$ cat src/rtl/riscy_pkg.sv
// riscy_pkg: shared phase names and defaults for the RISC-Y sequence controller
package riscy_pkg;
  typedef enum logic [1:0] {FETCH, DECODE, EXECUTE, UPDATE} phase_e;
  localparam int DEFAULT_NUM_PHASES = 4;
endpackage

$ cat src/rtl/dwell_counter.sv
// dwell_counter: counts run cycles inside a phase against a dwell latched on phase entry
module dwell_counter #(
  parameter int DWELL_W = 4
) (
  input  logic               CLK,
  input  logic               RST,
  input  logic               load,
  input  logic               inc,
  input  logic [DWELL_W-1:0] dwell,
  output logic               tc
);
  logic [DWELL_W-1:0] cnt, lat;
  always_ff @(posedge CLK or negedge RST)
    if (!RST) begin
      cnt <= '0;
      lat <= '0;
    end else if (load) begin
      cnt <= '0;
      lat <= dwell;
    end else if (inc) cnt <= cnt + 1'b1;
  assign tc = cnt == lat;
endmodule

$ cat src/rtl/phase_sequencer.sv
// phase_sequencer: N-phase cycle generator with dwell, hold, directed jump and boundary strobes
module phase_sequencer import riscy_pkg::*; #(
  parameter int NUM_PHASES = DEFAULT_NUM_PHASES,
  parameter int PHASE_W    = $clog2(NUM_PHASES),
  parameter int DWELL_W    = 4
) (
  input  logic                  CLK,
  input  logic                  RST,
  input  logic                  EN_N,
  input  logic                  HOLD,
  input  logic [DWELL_W-1:0]    DWELL,
  input  logic                  JUMP_VLD,
  input  logic [PHASE_W-1:0]    JUMP_PHASE,
  output logic [PHASE_W-1:0]    PHASE,
  output logic [NUM_PHASES-1:0] PHASE_OH,
  output logic                  PHASE_START,
  output logic                  WRAP,
  output logic                  ARMED,
  output logic                  JUMP_ERR
);
  localparam logic [PHASE_W-1:0] LAST = PHASE_W'(NUM_PHASES - 1);
  logic tc, jump_ok, run, adv, inc, load;
  logic [PHASE_W-1:0] phase_d;
  dwell_counter #(.DWELL_W(DWELL_W)) u_dwell (
    .CLK(CLK), .RST(RST), .load(load), .inc(inc), .dwell(DWELL), .tc(tc)
  );
  // a pending jump outranks hold and run, so run excludes JUMP_VLD outright
  always_comb begin
    jump_ok = ARMED & JUMP_VLD & ({1'b0, JUMP_PHASE} < (PHASE_W + 1)'(NUM_PHASES));
    run     = ARMED & ~EN_N & ~HOLD & ~JUMP_VLD;
    adv     = run & tc;
    inc     = run & ~tc;
    load    = ~ARMED | jump_ok | adv;
    phase_d = jump_ok ? JUMP_PHASE : adv ? (PHASE == LAST ? '0 : PHASE + 1'b1) : PHASE;
  end
  always_ff @(posedge CLK or negedge RST)
    if (!RST) begin
      PHASE       <= '0;
      PHASE_OH    <= NUM_PHASES'(1);
      PHASE_START <= 1'b0;
      WRAP        <= 1'b0;
      ARMED       <= 1'b0;
      JUMP_ERR    <= 1'b0;
    end else begin
      PHASE       <= phase_d;
      PHASE_OH    <= NUM_PHASES'(1) << phase_d;
      PHASE_START <= load;
      WRAP        <= adv & (PHASE == LAST);
      ARMED       <= 1'b1;
      JUMP_ERR    <= ARMED & JUMP_VLD & ~jump_ok;
    end
endmodule

$ cat config.mk
export PLATFORM = sky130hd
export DESIGN_NAME = phase_sequencer
export DESIGN_NICKNAME = d
export VERILOG_FILES = /design/src/rtl/riscy_pkg.sv /design/src/rtl/dwell_counter.sv /design/src/rtl/phase_sequencer.sv
export SDC_FILE = /design/constraint.sdc
export NUM_CORES = 1
export LEC_CHECK = 0
export CORE_AREA = 4 4 49 51
export DETAILED_ROUTE_END_ITERATION = 12
export DIE_AREA = 0 0 53 55
export GPL_TIMING_DRIVEN = 0
export PLACE_DENSITY = 0.72
export SETUP_SLACK_MARGIN = 0.15
export SLEW_MARGIN = 20
export SYNTH_ARGS = -nofsm -noshare
export SYNTH_HDL_FRONTEND = slang
export SYNTH_SLANG_ARGS = --single-unit
export TNS_END_PERCENT = 30
$ cat constraint.sdc
create_clock -name CLK -period 4.7 [get_ports CLK]
set_clock_uncertainty 0.2 [all_clocks]
set_input_delay 0.47 -clock CLK [delete_from_list [all_inputs] [get_ports CLK]]
set_output_delay 0.47 -clock CLK [all_outputs]
set_load 0.03 [all_outputs]
### Yosys cells after proc, flatten, opt, wreduce, memory -nomap -nowiden

Index checks and enable logic that the tools add are counted.

| operators by class | value |
|---|---|
| mux-type cells | 5 |
| shift operators | 1 |
| reductions and logical operators | 1 |
| $add $sub $neg | 2 |
| bitwise logic cells | 14 |
| eq/ne operators | 2 |

Operators by type and width:

| cell | count |
|---|---|
| $mux W4 | 2 |
| $and A1 B1 Y1 | 7 |
| $mux W2 | 3 |
| $not A1 Y1 | 5 |
| $add A4 B1 Y4 const B | 1 |
| $eq A4 B4 Y1 | 1 |
| $shl A1 B2 Y4 const A | 1 |
| $add A2 B1 Y2 const B | 1 |
| $eq A2 B2 Y1 const B | 1 |
| $or A1 B1 Y1 | 2 |
| $reduce_bool A2 Y1 | 1 |

| word-level totals | value |
|---|---|
| logic and storage cells | 32 |
| bits of input ports | 11 |
| flip-flop bits (word level) | 17 |

### Longest topological paths before layout

Gate-level depths: netlist (run 1).

| depth | value |
|---|---|
| word-level depth | 8 |
| mapped depth | 6 |
| gate-level depth less buffers | 6 |

### By module

From an unflattened synthesis (run 1), not the netlist that was laid out.

| second synthesis, totals | value |
|---|---|
| cells, all modules | 64 |
| area total of the unflattened synthesis | 783.3 um2 |

By module, submodules not included:

| module | cells each | area an instance (um2) | instances |
|---|---|---|---|
| phase_sequencer | 34 | 402.9 | 1 |
| dwell_counter | 30 | 380.4 | 1 |

### Worst setup path after synthesis (run 1)

OpenSTA, ideal clock, no wires.

| path | value |
|---|---|
| kind | register to register |
| start point | register ARMED |
| end point | register u_dwell.lat[0] |
| path buffers | 0 |
| arrival time | 1603 ps |
| period minus slack after synthesis | 1928 ps |
| setup slack | 2772 ps |
| data required time | 4375 ps |
| stages on the path, launching flop included | 6 |
| setup time | 125 ps |
| cell sequence | dfrtp_1 > nor2b_1 > and2_1 > nand2_4 > nand2_2 > mux2_2 |

| between the ends | value |
|---|---|
| word-level cells in the longest chain between the ends | 5 |
| elaborated cells on any way between the ends | 8 |

RTL lines:

| element | line | RTL |
|---|---|---|
| start, declared | phase_sequencer.sv:18 | `output logic ARMED,` |
| start signal, assigned | phase_sequencer.sv:42 | `ARMED <= 1'b0;` |
| start signal, assigned | phase_sequencer.sv:49 | `ARMED <= 1'b1;` |
| $and A1 B1 Y1 (3 in a row) | phase_sequencer.sv:30 | `run = ARMED & ~EN_N & ~HOLD & ~JUMP_VLD;` |
| $and A1 B1 Y1 | phase_sequencer.sv:31 | `adv = run & tc;` |
| $or A1 B1 Y1 * | phase_sequencer.sv:33 | `load = ~ARMED \| jump_ok \| adv;` |
| net load | phase_sequencer.sv:22 | `logic tc, jump_ok, run, adv, inc, load;` |
| end signal, assigned | dwell_counter.sv:19 | `lat <= dwell;` |
| end, declared | dwell_counter.sv:12 | `logic [DWELL_W-1:0] cnt, lat;` |

The timed path passes the listed nets; every way through them passes the cells marked *.
A chain may end at the register's enable or synchronous reset.

### Worst setup path after layout (run 1)

| path | value |
|---|---|
| start point | register PHASE_OH[0] |
| end point | output port PHASE_OH[0] |

RTL lines:

| element | line | RTL |
|---|---|---|
| start, declared | phase_sequencer.sv:15 | `output logic [NUM_PHASES-1:0] PHASE_OH,` |
| start signal, assigned | phase_sequencer.sv:46 | `PHASE_OH <= NUM_PHASES'(1) << phase_d;` |

No word-level cell between the ends.

==> results of run 1 <==
-- power by group --
| group | internal (mW) | switching [mW] | total, mW |
|---|---|---|---|
| logic | 0.0392 | 0.0458 | 0.0850 |
| clock network | 0.0316 | 0.0470 | 0.0787 |
| registers | 0.158 | 0.00782 | 0.166 |
-- through the flow --
| stage | area (µm²) | hold slack, ns | std cells |
|---|---|---|---|
| global placement | 1080 | 0.316 | 123 |
| detailed placement | 1080 | 0.326 | 123 |
| CTS | 1110 | 0.351 | 127 |
| floorplan | 858 | -0.0256 | 77 |
| global route | 1110 | 0.379 | 127 |
| finish | 1110 | 0.341 | 127 |
-- routing by layer --
| layer | track usage | vias to the layer above | wire (µm) |
|---|---|---|---|
| met2 | 0.227 | 23 | 803 |
| met5 | 0 | - | 0 |
| met3 | 0.0509 | 0 | 114 |
| met4 | 0.0255 | 0 | 0 |
| li1 | - | 313 | - |
| met1 | 0.146 | 314 | 653 |
-- flip-flops by register name, indices dropped and copies added, names as in the netlist --
signal and count:
PHASE 2, PHASE_OH 4, WRAP 1, u_dwell.cnt 4, PHASE_START 1, ARMED 1, u_dwell.lat 4
-- kinds of logic (layout without fill, tap and decap cells) --
family / count (synthesis) / count (layout) / synth area share
AND/OR/NAND/NOR: 30 / 30 / 0.200
flip-flops: 17 / 17 / 0.497
AO/OA/AOI/OAI: 11 / 11 / 0.0831
multiplexers: 7 / 7 / 0.108
XOR/XNOR: 6 / 6 / 0.0612
adder cells (fa/ha/maj): 2 / 2 / 0.0291
other: 2 / 2 / 0.00875
buffers and inverters: 2 / 25 / 0.0131
-- cell type report --
class / instances / area, µm²
Multi-Input combinational cell: 58 / 420
Fill cell: 178 / 832
Inverter: 1 / 3.75
Tap cell: 27 / 33.8
Sequential cell: 17 / 427
Clock buffer: 3 / 22.5
Timing Repair Buffer: 19 / 190
Buffer: 1 / 7.51
Clock inverter: 1 / 5.00
-- cell usage in the layout, fill, tap and decap left out --
cell type        count
clkdlybuf4s50_1     19
dfrtp_1             16
nand2_1              8
nor2_1               8
xor2_1               6
mux2_2               5
o21ai_0              3
clkbuf_4             3
conb_1               2
nor2b_1              2
a31o_2               2
nor3_1               2
a21oi_1              2
ha_1                 2
dfstp_2              1
and2_1               1
nor4_4               1
nand2_4              1
mux2i_2              1
or2_2                1
mux2i_4              1
nor3b_1              1
inv_1                1
a31oi_1              1
nand3b_1             1
a211oi_1             1
nand2_2              1
o22ai_1              1
and3_2               1
and2b_2              1
a22o_1               1
nand4_1              1
buf_4                1
clkinv_2             1
-- path summary, 6_finish.rpt --
kind,from,to,slack [ns]
setup reg to reg,u_dwell.cnt[0],u_dwell.lat[1],2.69
max in group asynchronous,RST,PHASE[1],3.44
hold / removal,u_dwell.lat[3],u_dwell.lat[3],0.34
min in group asynchronous,RST,WRAP,0.41
setup / recovery,PHASE_OH[0],PHASE_OH[0],2.55
hold reg to reg,u_dwell.lat[3],u_dwell.lat[3],0.34
==> flow_summary.toml, run 1 <==
[global_route]
grt_pass1_wl_um = 2650
track_usage = 0.128
grt-ovfl-total = 0
grt_start_max_net_pins = 18
grt_pass1_vias = 623
antenna_found_initial = 0

[synthesis]
seq_area_frac_synth = 0.497
synth_area_leaders = "dfrtp_1, mux2_2, xor2_1"
synth_edf_count = 0
yosys.area.top_type_share = 0.466
synth_top_area_cell = "dfrtp_1"
synth_warnings = 0
avgSynthCellArea_um2 = 11.1
synth-main-ff-cell = "dfrtp_1"
ys_types = 31
yosys_register_bits = 17
synth_nets = 90
synth_cells = 77
yosysMostFrequentCell = "dfrtp_1"
synth-async-reset-ratio = 1.00
synth_common_cells = "dfrtp_1, nand2_1, nor2_1"
syn_area_um2 = 858

[pwr]
p_per_area_mw_per_mm2 = 297
p_leak_nw = 0.497
max-vdd-ir-drop_mv = 0.199
fin_total_pwr_mw = 0.329

[finish]
num_antenna_cells = 0
syn_to_final_growth_pct = 29.3
nets = 114
post-route-util = 0.572
final_layout_size_suffix_gt1_frac = 0.210

[critical_path]
max_stage_delay_ns = 0.66
crit_family = "buffers and inverters"
crit_fanout = 1
worst-r2r-cell-count = 5
crit_arrival_ns = 1.48
path_depth = 1
crit_slowest_cell = "clkdlybuf4s50_1"
critPathBufInv = 1
crit_type = "reg -> out"
worstSetupStartpointType = "flop"
cp.required_ns = 4.03
endpoint_kind = "output port"
worstPathCellList = "clkdlybuf4s50_1"

[sta]
period_needed_ns = 2.15
finalSetupViolCount = 0
fin_crit_sh = 0.458
hold_violations = 0
setup_tns_ns = 0
timing.fmax_mhz = 464
rsz0062_at_grt = "no"
final_max_slew_viol_count = 0
relSlewSlack = 0.513
setup_slack_ns = 2.55
tightest_slew_ns = 0.728

[hold_path]
hp-class = "reg -> reg"
worstHoldPathCells = 1

[floorplanning]
die_h_um = 55
start_util = 0.442
die_w_um = 53
io_pins = 21
dieArea_mm2 = 0.00292
row_count = 16
core_area_mm2 = 0.00194

[run_status]
status = "finished clean"

[placed_design]
io_buffers = 19
place_ws_ns = 2.26
gp_congestion = 0.825
hpwl_um = 1210

[route]
viasPerCell = 5.12
num_vias = 650
drtAntennaViolNets = 0
drtIter0Drc = 9
drc_errors = 0
wl_per_cell_um = 12.4
dr.pass1.iters = 4
wl_um = 1570

[clocking]
cts_resized = 0
clk_pin_slew_ns = 0.10
cts_setup_buffers = 0
numCtsBuffers = 3
cts.sinks = 17
clock_latency_ns = 0.29
h-tree-depth = 1
ctsRootBufferMaster = "clkbuf_4"
cts-hold-fix-buffers = 0
cts_buffer_depth = 2
tritoncts = "yes"

[run]
maxCapViolations = 0
No activity file was read; power rests on OpenSTA's default activity.
==> inputs of run 2 (changes only) <==
==> constraint.sdc (replaced) <==
create_clock -name CLK -period 2.01 [get_ports CLK]
set_clock_uncertainty 0.2 [all_clocks]
set_input_delay 0.201 -clock CLK [delete_from_list [all_inputs] [get_ports CLK]]
set_output_delay 0.201 -clock CLK [all_outputs]
set_load 0.03 [all_outputs]
==> run 2 against run 1 <==
Global-route usage increased by 1.2 points. First-iteration DRC count is 22% lower. Critical path depth grew 4. Power rose by 140%. Register-to-register slack got worse by 2.6 ns. Combinational power rose to 2.6 times the previous value. Largest power group unchanged. Sequential share of layout area down 2.8 points. Cell count increased by 3.9%. Clock power increased by 120%.
==> flow_summary.toml, run 2 (same netlist as run 1, synthesis figures left out) <==
[run_status]
status = "finished clean"

[sta]
timing.fmax_mhz = 509
final_max_slew_viol_count = 0
finalSetupViolCount = 0
relSlewSlack = 0.499
timing.hold.ws_ns = 0.150
setup_slack_ns = 0.0439
period_needed_ns = 1.97
hold_violations = 0
setup_tns_ns = 0
fin_crit_sh = 0.978
rsz0062_at_grt = "yes"
tightest_slew_ns = 0.748

[placed_design]
place_ws_ns = -0.106
gp_congestion = 0.780
io_buffers = 19
dp_cells = 123
hpwl_um = 1270
dpl_cell_area_mm2 = 0.00109

[finish]
multiInputGateArea_um2 = 465
num_antenna_cells = 0
nets = 119
post-route-util = 0.619
stdcell_area_mm2 = 0.00120
final_cell_mix = "clkdlybuf4s50_1, dfrtp_1, nand2_1, nor2_1"
fillers = 170
final_layout_size_suffix_gt1_frac = 0.314
reg_top3 = "PHASE_OH (4), u_dwell.cnt (4), u_dwell.lat (4)"
stdcell_count = 132
final_common_cell = "clkdlybuf4s50_1"
syn_to_final_growth_pct = 40.1
regArea_um2 = 429

[global_route]
grt_pass1_wl_um = 2930
grt-ovfl-total = 0
grt_pass1_vias = 693
antenna_found_initial = 0
track_usage = 0.140
grt_start_max_net_pins = 18

[critical_path]
crit_type = "reg -> reg"
worstSetupStartpointType = "flop"
crit_arrival_ns = 1.94
endpoint_kind = "flop"
cp.required_ns = 1.98
crit_fanout = 4

[floorplanning]
die_h_um = 55
row_count = 16
core_area_mm2 = 0.00194
die_w_um = 53
io_pins = 21
start_util = 0.442
dieArea_mm2 = 0.00292

[route]
wl_um = 1690
num_vias = 660
viasPerCell = 5.00
wl_per_cell_um = 12.8
dr.pass1.iters = 2
drtIter0Drc = 7
drtAntennaViolNets = 0
drc_errors = 0

[clocking]
tritoncts = "yes"
h-tree-depth = 1
cts_buffer_depth = 2
clk_pin_slew_ns = 0.09
cts.sinks = 17
numCtsBuffers = 3
cts-hold-fix-buffers = 0
ctsRootBufferMaster = "clkbuf_4"
clock_latency_ns = 0.28

[pwr]
max-vdd-ir-drop_mv = 0.451
power_switching_mw = 0.235
p_per_area_mw_per_mm2 = 653
swShare = 0.299
seq_power_share = 0.493
p_leak_nw = 0.548
fin_total_pwr_mw = 0.785
p_clk_frac = 0.225
internal_power_mw = 0.550
combPwrFrac = 0.282

[hold_path]
hp-class = "in -> async"

[run]
maxCapViolations = 0
[run 2: critical path, cell delays in order (launching register included)]
cell and delay [ns]:
dfrtp_1 0.42, xor2_2 0.20, nor4_4 0.38, buf_4 0.19
and2b_2 0.22, mux2_2 0.25
[run 2: layout make-up]
cell class                 count  share of cell area
clock buffer                   4              0.0219
buffer                         1             0.00624
multi-input combinational     58               0.387
inverter                       1             0.00312
timing repair buffer          24               0.197
sequential                    17               0.357
tap                           27              0.0281
[run 2: worst paths after layout]
kind                       depth (start not counted)              to  slack (ns)           start
min                                                1     PHASE_START        0.15             RST
max in group asynchronous                          1  u_dwell.cnt[1]        0.94             RST
max                                                5  u_dwell.cnt[0]        0.04  u_dwell.lat[1]
min reg2reg                                        1  u_dwell.lat[0]        0.34  u_dwell.lat[0]
min in group CLK                                   2  u_dwell.lat[0]        0.32        DWELL[0]
max reg2reg                                        5  u_dwell.cnt[0]        0.04  u_dwell.lat[1]
[run 2: power groups by stage]
| stage | combinational, mW | clock (mW) | sequential, mW |
|---|---|---|---|
| after floorplan | 0.0865 | 0 | 0.427 |
| after global placement | 0.199 | 0 | 0.393 |
| after detailed placement | 0.202 | 0 | 0.393 |
| after CTS | 0.212 | 0.185 | 0.386 |
| after global routing | 0.240 | 0.202 | 0.391 |
| final | 0.221 | 0.177 | 0.387 |
[run 2: metal layers]
layer | track usage | vias to the layer above | share of wire
met5 | 0 | - | 0
met4 | 0.0638 | 0 | 0.0083
met3 | 0.0349 | 2 | 0.077
met2 | 0.264 | 16 | 0.52
met1 | 0.147 | 319 | 0.39
li1 | - | 323 | -
[run 2: timing repair]
action	in CTS	in global routing
pin swaps	4	5
setup endpoints to repair	12	14
gates cloned	0	0
resized for setup	2	8
setup buffers	3	2
